### src/rtl/axi4_lite_slave_regs.sv
// AXI4-Lite slave backed by NREGS read/write registers, exported flat with per-register write strobes.
// Write and read channels run independent two-state FSMs.
module axi4_lite_slave_regs #(
    parameter int DW    = 32,
    parameter int AW    = 32,
    parameter int NREGS = 16
) (
    input  logic                clk,
    input  logic                reset,
    input  logic [AW-1:0]       S_AXI_AWADDR,
    input  logic                S_AXI_AWVALID,
    output logic                S_AXI_AWREADY,
    input  logic [DW-1:0]       S_AXI_WDATA,
    input  logic [DW/8-1:0]     S_AXI_WSTRB,
    input  logic                S_AXI_WVALID,
    output logic                S_AXI_WREADY,
    output logic [1:0]          S_AXI_BRESP,
    output logic                S_AXI_BVALID,
    input  logic                S_AXI_BREADY,
    input  logic [AW-1:0]       S_AXI_ARADDR,
    input  logic                S_AXI_ARVALID,
    output logic                S_AXI_ARREADY,
    output logic [DW-1:0]       S_AXI_RDATA,
    output logic [1:0]          S_AXI_RRESP,
    output logic                S_AXI_RVALID,
    input  logic                S_AXI_RREADY,
    output logic [NREGS*DW-1:0] reg_out,
    output logic [NREGS-1:0]    wr_strobe
);
    // Handshake rule on every channel: a transfer occurs on a rising edge where
    // VALID and READY are both high; a source holds VALID and payload until then.

    localparam int SB  = DW / 8;
    localparam int OFS = $clog2(SB);
    localparam logic [1:0] OKAY   = 2'b00;
    localparam logic [1:0] SLVERR = 2'b10;

    typedef enum logic {W_IDLE, W_RESP} w_state_e;
    typedef enum logic {R_IDLE, R_DATA} r_state_e;

    w_state_e          w_state_q, w_state_d;
    r_state_e          r_state_q, r_state_d;
    logic              en_q;
    logic              aw_held_q, aw_held_d;
    logic              w_held_q, w_held_d;
    logic [AW-1:0]     awaddr_q, awaddr_d;
    logic [DW-1:0]     wdata_q, wdata_d;
    logic [SB-1:0]     wstrb_q, wstrb_d;
    logic              bvalid_q, bvalid_d;
    logic [1:0]        bresp_q, bresp_d;
    logic [NREGS-1:0]  wr_strobe_q, wr_strobe_d;
    logic              rvalid_q, rvalid_d;
    logic [1:0]        rresp_q, rresp_d;
    logic [DW-1:0]     rdata_q, rdata_d;
    logic [DW-1:0]     regs_q [NREGS];

    logic [AW-1:0]     wr_idx, rd_idx;
    logic              wr_in_range, rd_in_range;
    logic [DW-1:0]     rd_val;

    // en_q keeps the readies low until the first edge after reset is released.
    assign S_AXI_AWREADY = en_q && (w_state_q == W_IDLE) && !aw_held_q;
    assign S_AXI_WREADY  = en_q && (w_state_q == W_IDLE) && !w_held_q;
    assign S_AXI_ARREADY = en_q && (r_state_q == R_IDLE);
    assign S_AXI_BVALID  = bvalid_q;
    assign S_AXI_BRESP   = bresp_q;
    assign S_AXI_RVALID  = rvalid_q;
    assign S_AXI_RRESP   = rresp_q;
    assign S_AXI_RDATA   = rdata_q;
    assign wr_strobe     = wr_strobe_q;

    for (genvar g = 0; g < NREGS; g++) begin : g_out
        assign reg_out[g*DW +: DW] = regs_q[g];
    end

    always_comb begin
        w_state_d   = w_state_q;
        aw_held_d   = aw_held_q;
        w_held_d    = w_held_q;
        awaddr_d    = awaddr_q;
        wdata_d     = wdata_q;
        wstrb_d     = wstrb_q;
        bvalid_d    = bvalid_q;
        bresp_d     = bresp_q;
        wr_strobe_d = '0;
        wr_idx      = awaddr_q >> OFS;
        wr_in_range = wr_idx < AW'(NREGS);
        case (w_state_q)
            W_IDLE: begin
                if (aw_held_q && w_held_q) begin
                    aw_held_d = 1'b0;
                    w_held_d  = 1'b0;
                    bvalid_d  = 1'b1;
                    bresp_d   = wr_in_range ? OKAY : SLVERR;
                    w_state_d = W_RESP;
                    for (int i = 0; i < NREGS; i++) begin
                        wr_strobe_d[i] = wr_in_range && (wr_idx == AW'(i));
                    end
                end else begin
                    if (S_AXI_AWVALID && S_AXI_AWREADY) begin
                        aw_held_d = 1'b1;
                        awaddr_d  = S_AXI_AWADDR;
                    end
                    if (S_AXI_WVALID && S_AXI_WREADY) begin
                        w_held_d = 1'b1;
                        wdata_d  = S_AXI_WDATA;
                        wstrb_d  = S_AXI_WSTRB;
                    end
                end
            end
            W_RESP: begin
                if (S_AXI_BREADY) begin
                    bvalid_d  = 1'b0;
                    w_state_d = W_IDLE;
                end
            end
            default: w_state_d = W_IDLE;
        endcase
    end

    always_comb begin
        r_state_d   = r_state_q;
        rvalid_d    = rvalid_q;
        rresp_d     = rresp_q;
        rdata_d     = rdata_q;
        rd_idx      = S_AXI_ARADDR >> OFS;
        rd_in_range = rd_idx < AW'(NREGS);
        rd_val      = '0;
        for (int i = 0; i < NREGS; i++) begin
            if (rd_idx == AW'(i)) rd_val = regs_q[i];
        end
        case (r_state_q)
            R_IDLE: begin
                if (S_AXI_ARVALID && S_AXI_ARREADY) begin
                    rvalid_d  = 1'b1;
                    rdata_d   = rd_in_range ? rd_val : '0;
                    rresp_d   = rd_in_range ? OKAY : SLVERR;
                    r_state_d = R_DATA;
                end
            end
            R_DATA: begin
                if (S_AXI_RREADY) begin
                    rvalid_d  = 1'b0;
                    r_state_d = R_IDLE;
                end
            end
            default: r_state_d = R_IDLE;
        endcase
    end

    always_ff @(posedge clk) begin
        if (reset) begin
            en_q        <= 1'b0;
            w_state_q   <= W_IDLE;
            r_state_q   <= R_IDLE;
            aw_held_q   <= 1'b0;
            w_held_q    <= 1'b0;
            awaddr_q    <= '0;
            wdata_q     <= '0;
            wstrb_q     <= '0;
            bvalid_q    <= 1'b0;
            bresp_q     <= OKAY;
            wr_strobe_q <= '0;
            rvalid_q    <= 1'b0;
            rresp_q     <= OKAY;
            rdata_q     <= '0;
            for (int i = 0; i < NREGS; i++) regs_q[i] <= '0;
        end else begin
            en_q        <= 1'b1;
            w_state_q   <= w_state_d;
            r_state_q   <= r_state_d;
            aw_held_q   <= aw_held_d;
            w_held_q    <= w_held_d;
            awaddr_q    <= awaddr_d;
            wdata_q     <= wdata_d;
            wstrb_q     <= wstrb_d;
            bvalid_q    <= bvalid_d;
            bresp_q     <= bresp_d;
            wr_strobe_q <= wr_strobe_d;
            rvalid_q    <= rvalid_d;
            rresp_q     <= rresp_d;
            rdata_q     <= rdata_d;
            // A register's strobe bit doubles as its commit enable.
            for (int i = 0; i < NREGS; i++) begin
                if (wr_strobe_d[i]) begin
                    for (int k = 0; k < SB; k++) begin
                        if (wstrb_q[k]) regs_q[i][k*8 +: 8] <= wdata_q[k*8 +: 8];
                    end
                end
            end
        end
    end

endmodule

### config.mk
export PLATFORM = sky130hd
export DESIGN_NAME = axi4_lite_slave_regs
export DESIGN_NICKNAME = d
export VERILOG_FILES = /design/src/rtl/axi4_lite_slave_regs.sv
export SDC_FILE = /design/constraint.sdc
export NUM_CORES = 1
export LEC_CHECK = 0
export BUFFER_PORTS_ARGS = -buffer_cell sky130_fd_sc_hd__buf_4
export CORE_ASPECT_RATIO = 1.25
export CORE_MARGIN = 2
export CORE_UTILIZATION = 30
export CTS_CLUSTER_DIAMETER = 200
export DETAILED_ROUTE_END_ITERATION = 7
export GPL_ROUTABILITY_DRIVEN = 0
export GPL_TIMING_DRIVEN = 0
export PLACE_DENSITY_LB_ADDON = 0.3
export SYNTH_ARGS = -nofsm -noshare
export SYNTH_HDL_FRONTEND = slang
export SYNTH_SLANG_ARGS = --single-unit
### constraint.sdc
create_clock -name clk -period 7.1 [get_ports clk]
set_input_delay 0.71 -clock clk [delete_from_list [all_inputs] [get_ports clk]]
set_output_delay 0.71 -clock clk [all_outputs]
set_load 0.01 [all_outputs]
==> results of run 1 <==
kinds of logic after synthesis:
family                 after synthesis  share of synthesized area (%)
buffers and inverters              211                           3.13
AO/OA/AOI/OAI                      453                           11.9
AND/OR/NAND/NOR                    978                           16.4
multiplexers                        47                           3.00
other                                1                         0.0138
flip-flops                         635                           65.6
registers in the layout (all words and copies together), names as in the netlist, 4 cells and up:
name,count
wdata_q,32
wstrb_q,4
S_AXI_RDATA,32
wr_strobe,16
regs_q,512
awaddr_q,30
placed cells by master (no fill, tap or decap), types with 12 or more instances in the layout:
cell type	Yosys	routed
a211oi_1	24	24
a21o_1	25	25
a21oi_1	112	112
a221oi_1	29	29
a222oi_1	12	12
a22o_1	20	20
a22oi_1	27	27
and2_1	14	14
buf_1	15	14
buf_2	29	30
buf_4	6	676
clkbuf_1	114	123
clkbuf_16	0	68
dfxtp_1	123	123
edfxtp_1	512	512
inv_1	46	46
mux2i_1	13	13
mux4_2	27	27
nand2_1	330	330
nand2_2	12	12
nand2b_1	12	12
nand3_1	57	57
nand4_1	19	19
nor2_1	391	391
nor3_1	44	43
nor4_1	24	22
o2111ai_1	15	15
o21a_1	14	14
o21ai_0	51	51
o221ai_1	13	13
o22ai_1	17	17
or4_1	16	16
final cells by class:
class,instances,share of cell area [%]
repair buffers,673,14.1
clock inverters,35,0.838
flip-flops and latches,635,49.6
clock buffers,88,5.22
multi-input cells,1480,23.8
plain buffers,164,1.88
diodes,2,0.0139
inverters,47,0.490
well taps,1187,4.13
Yosys cell counts, types with 16 or more instances:
cell,number
edfxtp_1,512
nor2_1,391
nand2_1,330
dfxtp_1,123
clkbuf_1,114
a21oi_1,112
nand3_1,57
o21ai_0,51
inv_1,46
nor3_1,44
a221oi_1,29
buf_2,29
a22oi_1,27
mux4_2,27
a21o_1,25
a211oi_1,24
nor4_1,24
a22o_1,20
nand4_1,19
o22ai_1,17
or4_1,16
power by group:
| part | internal, mW | total [mW] | switching [mW] |
|---|---|---|---|
| sequential | 4.16 | 4.29 | 0.135 |
| clock | 1.99 | 3.57 | 1.58 |
| combinational | 0.260 | 0.765 | 0.505 |
| total | 6.41 | 8.63 | 2.22 |
through the flow:
stage / hold slack [ns] / cells
final: 0.288 / 4311
after floorplan: 0.431 / 2326
after global placement: 0.438 / 4182
after CTS: 0.252 / 4309
after detailed placement: 0.447 / 4186
after global routing: 0.278 / 4309
routing by layer:
| layer | part of all wire [%] | vias up | track usage, % |
|---|---|---|---|
| met5 | 0.013 | - | 0 |
| met4 | 6.6 | 4 | 18.1 |
| met3 | 11 | 411 | 9.79 |
| met2 | 47 | 1912 | 52.8 |
| met1 | 35 | 12418 | 38.3 |
| li1 | - | 10143 | - |
worst max-delay path: stages:
cell      delay [ns]
buf_4           0.11
nor4_2          1.12
buf_2           0.43
nand2_1         0.33
nor4_2          0.91
clkbuf_1        0.76
a221oi_1        0.34
a21oi_1         0.56
o21a_1          0.17
worst paths after layout:
check / from / to / slack (ns) / cells past startpoint
hold reg to reg: awaddr_q[27] / awaddr_q[27] / 0.45 / 2
hold / removal: S_AXI_BREADY / S_AXI_BVALID / 0.29 / 2
setup reg to reg: awaddr_q[14] / regs_q[0][43] / 2.94 / 6
setup / recovery: S_AXI_ARADDR[9] / S_AXI_RDATA[17] / 2.20 / 9
==> impl_metrics.py, run 1 <==
metrics = {
    "outcome": {
        "status": "finished, violations left",
        "violations": "max-capacitance violations, max-slew violations",
    },
    "final_layout": {
        "finish.instance_area_sq_um": 36000,
        "fillers": 8812,
        "fin_nets": 3175,
        "seq_area_sq_um": 17800,
        "drive_gt1_share_pct": 28.9,
        "postLayoutCoreUtil_pct": 40.0,
        "multi_input_area_sq_um": 8560,
        "area_growth_pct": 32.3,
    },
    "route": {
        "via_count": 24888,
        "wl_mm": 157,
        "final_antenna_net_count": 0,
        "first_pass_iters": 8,
        "drc_errors": 0,
        "via_per_inst": 5.77,
        "drtIter0Drc": 3511,
        "wl_per_cell_um": 36.3,
    },
    "clocking": {
        "cts-root-buf": "clkbuf_16",
        "cts_tree": "done",
        "post_cts_buffers": 0,
        "cts-resized-gates": 0,
        "ctsLongestPathBuffers": 3,
        "cts_buffers": 67,
        "path_clk_slew_ns": 0.07,
        "cts.htree.levels": 3,
        "cts.sinks": 635,
        "clk_latency_ns": 0.62,
        "ctsHoldBuffers": 0,
    },
    "sta": {
        "fmax_mhz": 204,
        "drv_slew": 11,
        "timing.final.crit_share_pct": 69.1,
        "timing.final.crit_period_ns": 4.90,
        "tns_ns": 0,
        "setup_viol": 0,
        "fin_skew_ns": 0.0297,
        "tightest_slew_ns": 1.51,
        "grt_setup_unrepaired": "false",
        "hold_violations": 0,
        "setup_ws_ns": 2.20,
        "max-slew-margin-rel_pct": -0.496,
    },
    "setup_path": {
        "arrival_ns": 5.47,
        "cp_max_fo": 10,
        "path_class": "in2reg",
        "cp-end-kind": "flop",
        "crit_required_ns": 7.67,
        "cp-start-kind": "input port",
    },
    "grt": {
        "first_global_vias": 23601,
        "grtUsageTotal_pct": 32.5,
        "grt_max_degree": 15,
        "grt_pass1_wl_mm": 205,
        "grt_overflow": 0,
        "antenna_found_initial": 8,
    },
    "worst_hold_path": {
        "hold_path.class": "in2reg",
    },
    "power_and_ir_drop": {
        "power.leakage_nw": 13.7,
        "ir_drop_mv": 0.168,
        "p_per_area_nw_per_um2": 240,
        "power_mw": 8.63,
    },
    "logic_synthesis": {
        "yosysTopAreaCell": "edfxtp_1",
        "synthTopCellsByArea": "edfxtp_1, dfxtp_1, nor2_1, nand2_1, mux4_2",
        "yosys.area.top_type_share_pct": 56.5,
        "synthesis.area_sq_um": 27200,
        "synthFlopType": "edfxtp_1",
        "yosys_warnings": 0,
        "ys_ff_latch": 635,
        "ys_types": 84,
        "yosysSeqAreaShare_pct": 65.6,
        "synth_edf_count": 512,
        "synthCells": 2325,
        "synthArstFlopShare_pct": 0,
        "synth_area_per_cell_sq_um": 11.7,
    },
    "placed_design": {
        "placed_area_sq_um": 33800,
        "dpl.hpwl_mm": 125,
        "io_buffer_count": 669,
        "preCtsSetupSlack_ns": 1.93,
    },
    "floorplanning": {
        "io_pins": 676,
        "rows": 123,
        "die_width_um": 273,
        "die-area_sq_um": 93100,
        "initial_core_util_pct": 30.3,
        "core_sq_um": 89900,
        "die_h_um": 341,
    },
    "job": {
        "cap_violations": 1,
    },
}
No activity file was read; power rests on OpenSTA's default activity.
==> run 2: changes to the inputs <==
- clock period: 7.1 -> 4.1 ns (I/O delays scaled with it)
==> impl_metrics.py, run 2 (synthesized netlist as in run 1, its figures left out) <==
metrics = {
    "sta": {
        "timing.final.crit_share_pct": 100,
        "max-slew-margin-rel_pct": -0.747,
        "drv_slew": 11,
        "setup_ws_ns": -0.0123,
        "tns_ns": -0.0123,
        "hold_violations": 0,
        "fmax_mhz": 243,
        "timing.final.crit_period_ns": 4.11,
        "setup_viol": 1,
        "tightest_slew_ns": 1.51,
        "fin_skew_ns": 0.0319,
        "grt_setup_unrepaired": "false",
    },
    "power_and_ir_drop": {
        "combPwrFrac_pct": 8.9,
        "power_switching_mw": 3.84,
        "power.leakage_nw": 13.7,
        "p_per_area_nw_per_um2": 414,
        "p_int_mw": 11.1,
        "power_mw": 14.9,
        "switching_share_pct": 25.7,
        "ir_drop_mv": 0.285,
        "p_seq_share_pct": 49.8,
        "clockPowerShare_pct": 41.4,
    },
    "grt": {
        "grt_overflow": 0,
        "antenna_found_initial": 7,
        "grtUsageTotal_pct": 32.5,
        "grt_pass1_wl_mm": 205,
        "first_global_vias": 23639,
        "grt_max_degree": 15,
    },
    "final_layout": {
        "fillers": 8807,
        "largest_reg_flops": 512,
        "top_register": "regs_q",
        "layout_common_cells": "buf_4, edfxtp_1, nor2_1",
        "multi_input_area_sq_um": 8580,
        "area_growth_pct": 32.6,
        "drive_gt1_share_pct": 29.0,
        "final_common_cell": "buf_4",
        "fin_nets": 3181,
        "seq_area_sq_um": 17800,
        "finish.instance_area_sq_um": 36100,
    },
    "setup_path": {
        "crit_required_ns": 4.67,
        "path_buf_inv": 3,
        "cp-end-kind": "flop",
        "path_cells": "buf_4 -> nor4_4 -> buf_2 -> nand2_1 -> nor4_2 -> clkbuf_1 -> a221oi_1 -> a21oi_1 -> o21a_1",
        "arrival_ns": 4.68,
        "cp_max_fo": 10,
        "critPathTopFamily": "simple AND/OR/NAND/NOR gates",
        "critPathSlowestCell": "nor4_2",
        "path_class": "in2reg",
        "cpPeakStageDelay_ns": 0.90,
        "cp-start-kind": "input port",
    },
    "clocking": {
        "cts-root-buf": "clkbuf_16",
        "cts_buffers": 67,
        "cts.sinks": 635,
        "clk_latency_ns": 0.63,
        "cts_tree": "done",
        "cts.htree.levels": 3,
        "ctsLongestPathBuffers": 3,
        "path_clk_slew_ns": 0.07,
    },
    "outcome": {
        "violations": "max-capacitance violations, max-slew violations, negative setup slack",
        "status": "finished, violations left",
    },
    "route": {
        "final_antenna_net_count": 0,
        "drtIter0Drc": 3698,
        "drc_errors": 0,
        "via_count": 24843,
        "via_per_inst": 5.75,
        "first_pass_iters": 6,
        "wl_per_cell_um": 36.3,
        "wl_mm": 157,
    },
    "floorplanning": {
        "initial_core_util_pct": 30.3,
        "die-area_sq_um": 93100,
        "die_h_um": 341,
        "core_sq_um": 89900,
        "die_width_um": 273,
        "io_pins": 676,
        "rows": 123,
    },
    "placed_design": {
        "dpl.hpwl_mm": 125,
        "io_buffer_count": 669,
        "preCtsSetupSlack_ns": -0.765,
        "placed_area_sq_um": 33800,
    },
    "job": {
        "cap_violations": 1,
    },
    "worst_hold_path": {
        "hold_path.class": "in2reg",
    },
}
==> run 2: cell types whose count changed in the layout (fill, tap and decap cells not counted) <==
| cell | before | now |
|---|---|---|
| buf_12 | 0 | 1 |
| nor4_4 | 6 | 7 |
| nor4b_2 | 2 | 1 |
| clkbuf_1 | 123 | 121 |
| nor4b_4 | 0 | 1 |
| buf_4 | 676 | 679 |
| dlygate4sd3_1 | 0 | 2 |
| nor4_2 | 11 | 10 |
| clkbuf_2 | 1 | 3 |
==> run 2: worst paths after layout <==
path	startpoint	endpoint	slack (ns)	depth (start not counted)
max	S_AXI_ARADDR[9]	S_AXI_RDATA[17]	-0.01	9
min	S_AXI_AWADDR[21]	awaddr_q[21]	0.03	3
max reg2reg	awaddr_q[6]	regs_q[0][194]	0.16	6
min reg2reg	awaddr_q[27]	awaddr_q[27]	0.45	2
==> run 2: cell type report <==
type,count,area share (%)
well taps,1187,4.12
flip-flops and latches,635,49.5
plain buffers,164,1.88
clock inverters,35,0.836
clock buffers,88,5.20
inverters,47,0.489
multi-input cells,1480,23.8
diodes,2,0.0139
repair buffers,679,14.2
==> run 2: power by group through the flow <==
stage / logic [mW] / clock network [mW] / registers [mW]
4_1_cts: 1.31 / 6.17 / 7.43
5_1_grt: 1.37 / 6.43 / 7.44
6_report: 1.33 / 6.18 / 7.44
2_1_floorplan: 0.397 / 0 / 7.55
3_3_place_gp: 1.30 / 0 / 7.56
3_5_place_dp: 1.31 / 0 / 7.56
==> run 2: repair_timing <==
item                                    CTS  global route
endpoints found under the setup margin   27             8
endpoints found under the hold margin     2             0
gates resized for setup                   2             7
hold buffers                              2             0
buffers inserted                          4             0
pin swaps                                 1             0
==> run 2: through the flow <==
step / cells / hold WS, ns / util (%)
floorplan: 2326 / 0.431 / -
global placement: 4182 / 0.438 / 37.5
detailed placement: 4186 / 0.447 / 37.6
CTS: 4315 / 0.00197 / 40.1
global route: 4315 / 0.0264 / 40.1
finish: 4317 / 0.0331 / 40.1
==> run 2: routing by layer <==
| layer | up-vias | share of wire [%] | track usage, % |
|---|---|---|---|
| li1 | 10154 | - | - |
| met1 | 12381 | 35 | 38.1 |
| met2 | 1880 | 46 | 52.6 |
| met3 | 426 | 12 | 10.0 |
| met4 | 2 | 7.1 | 18.9 |
| met5 | - | 0.0096 | 0 |
==> run 2: worst reg2reg max path: stages (launching register included) <==
cell and delay (ns):
dfxtp_1 0.32, or4_2 0.74, or4_2 0.63, buf_2 0.20, nor2_1 0.78, nand2_2 0.38
nand2_1 0.53
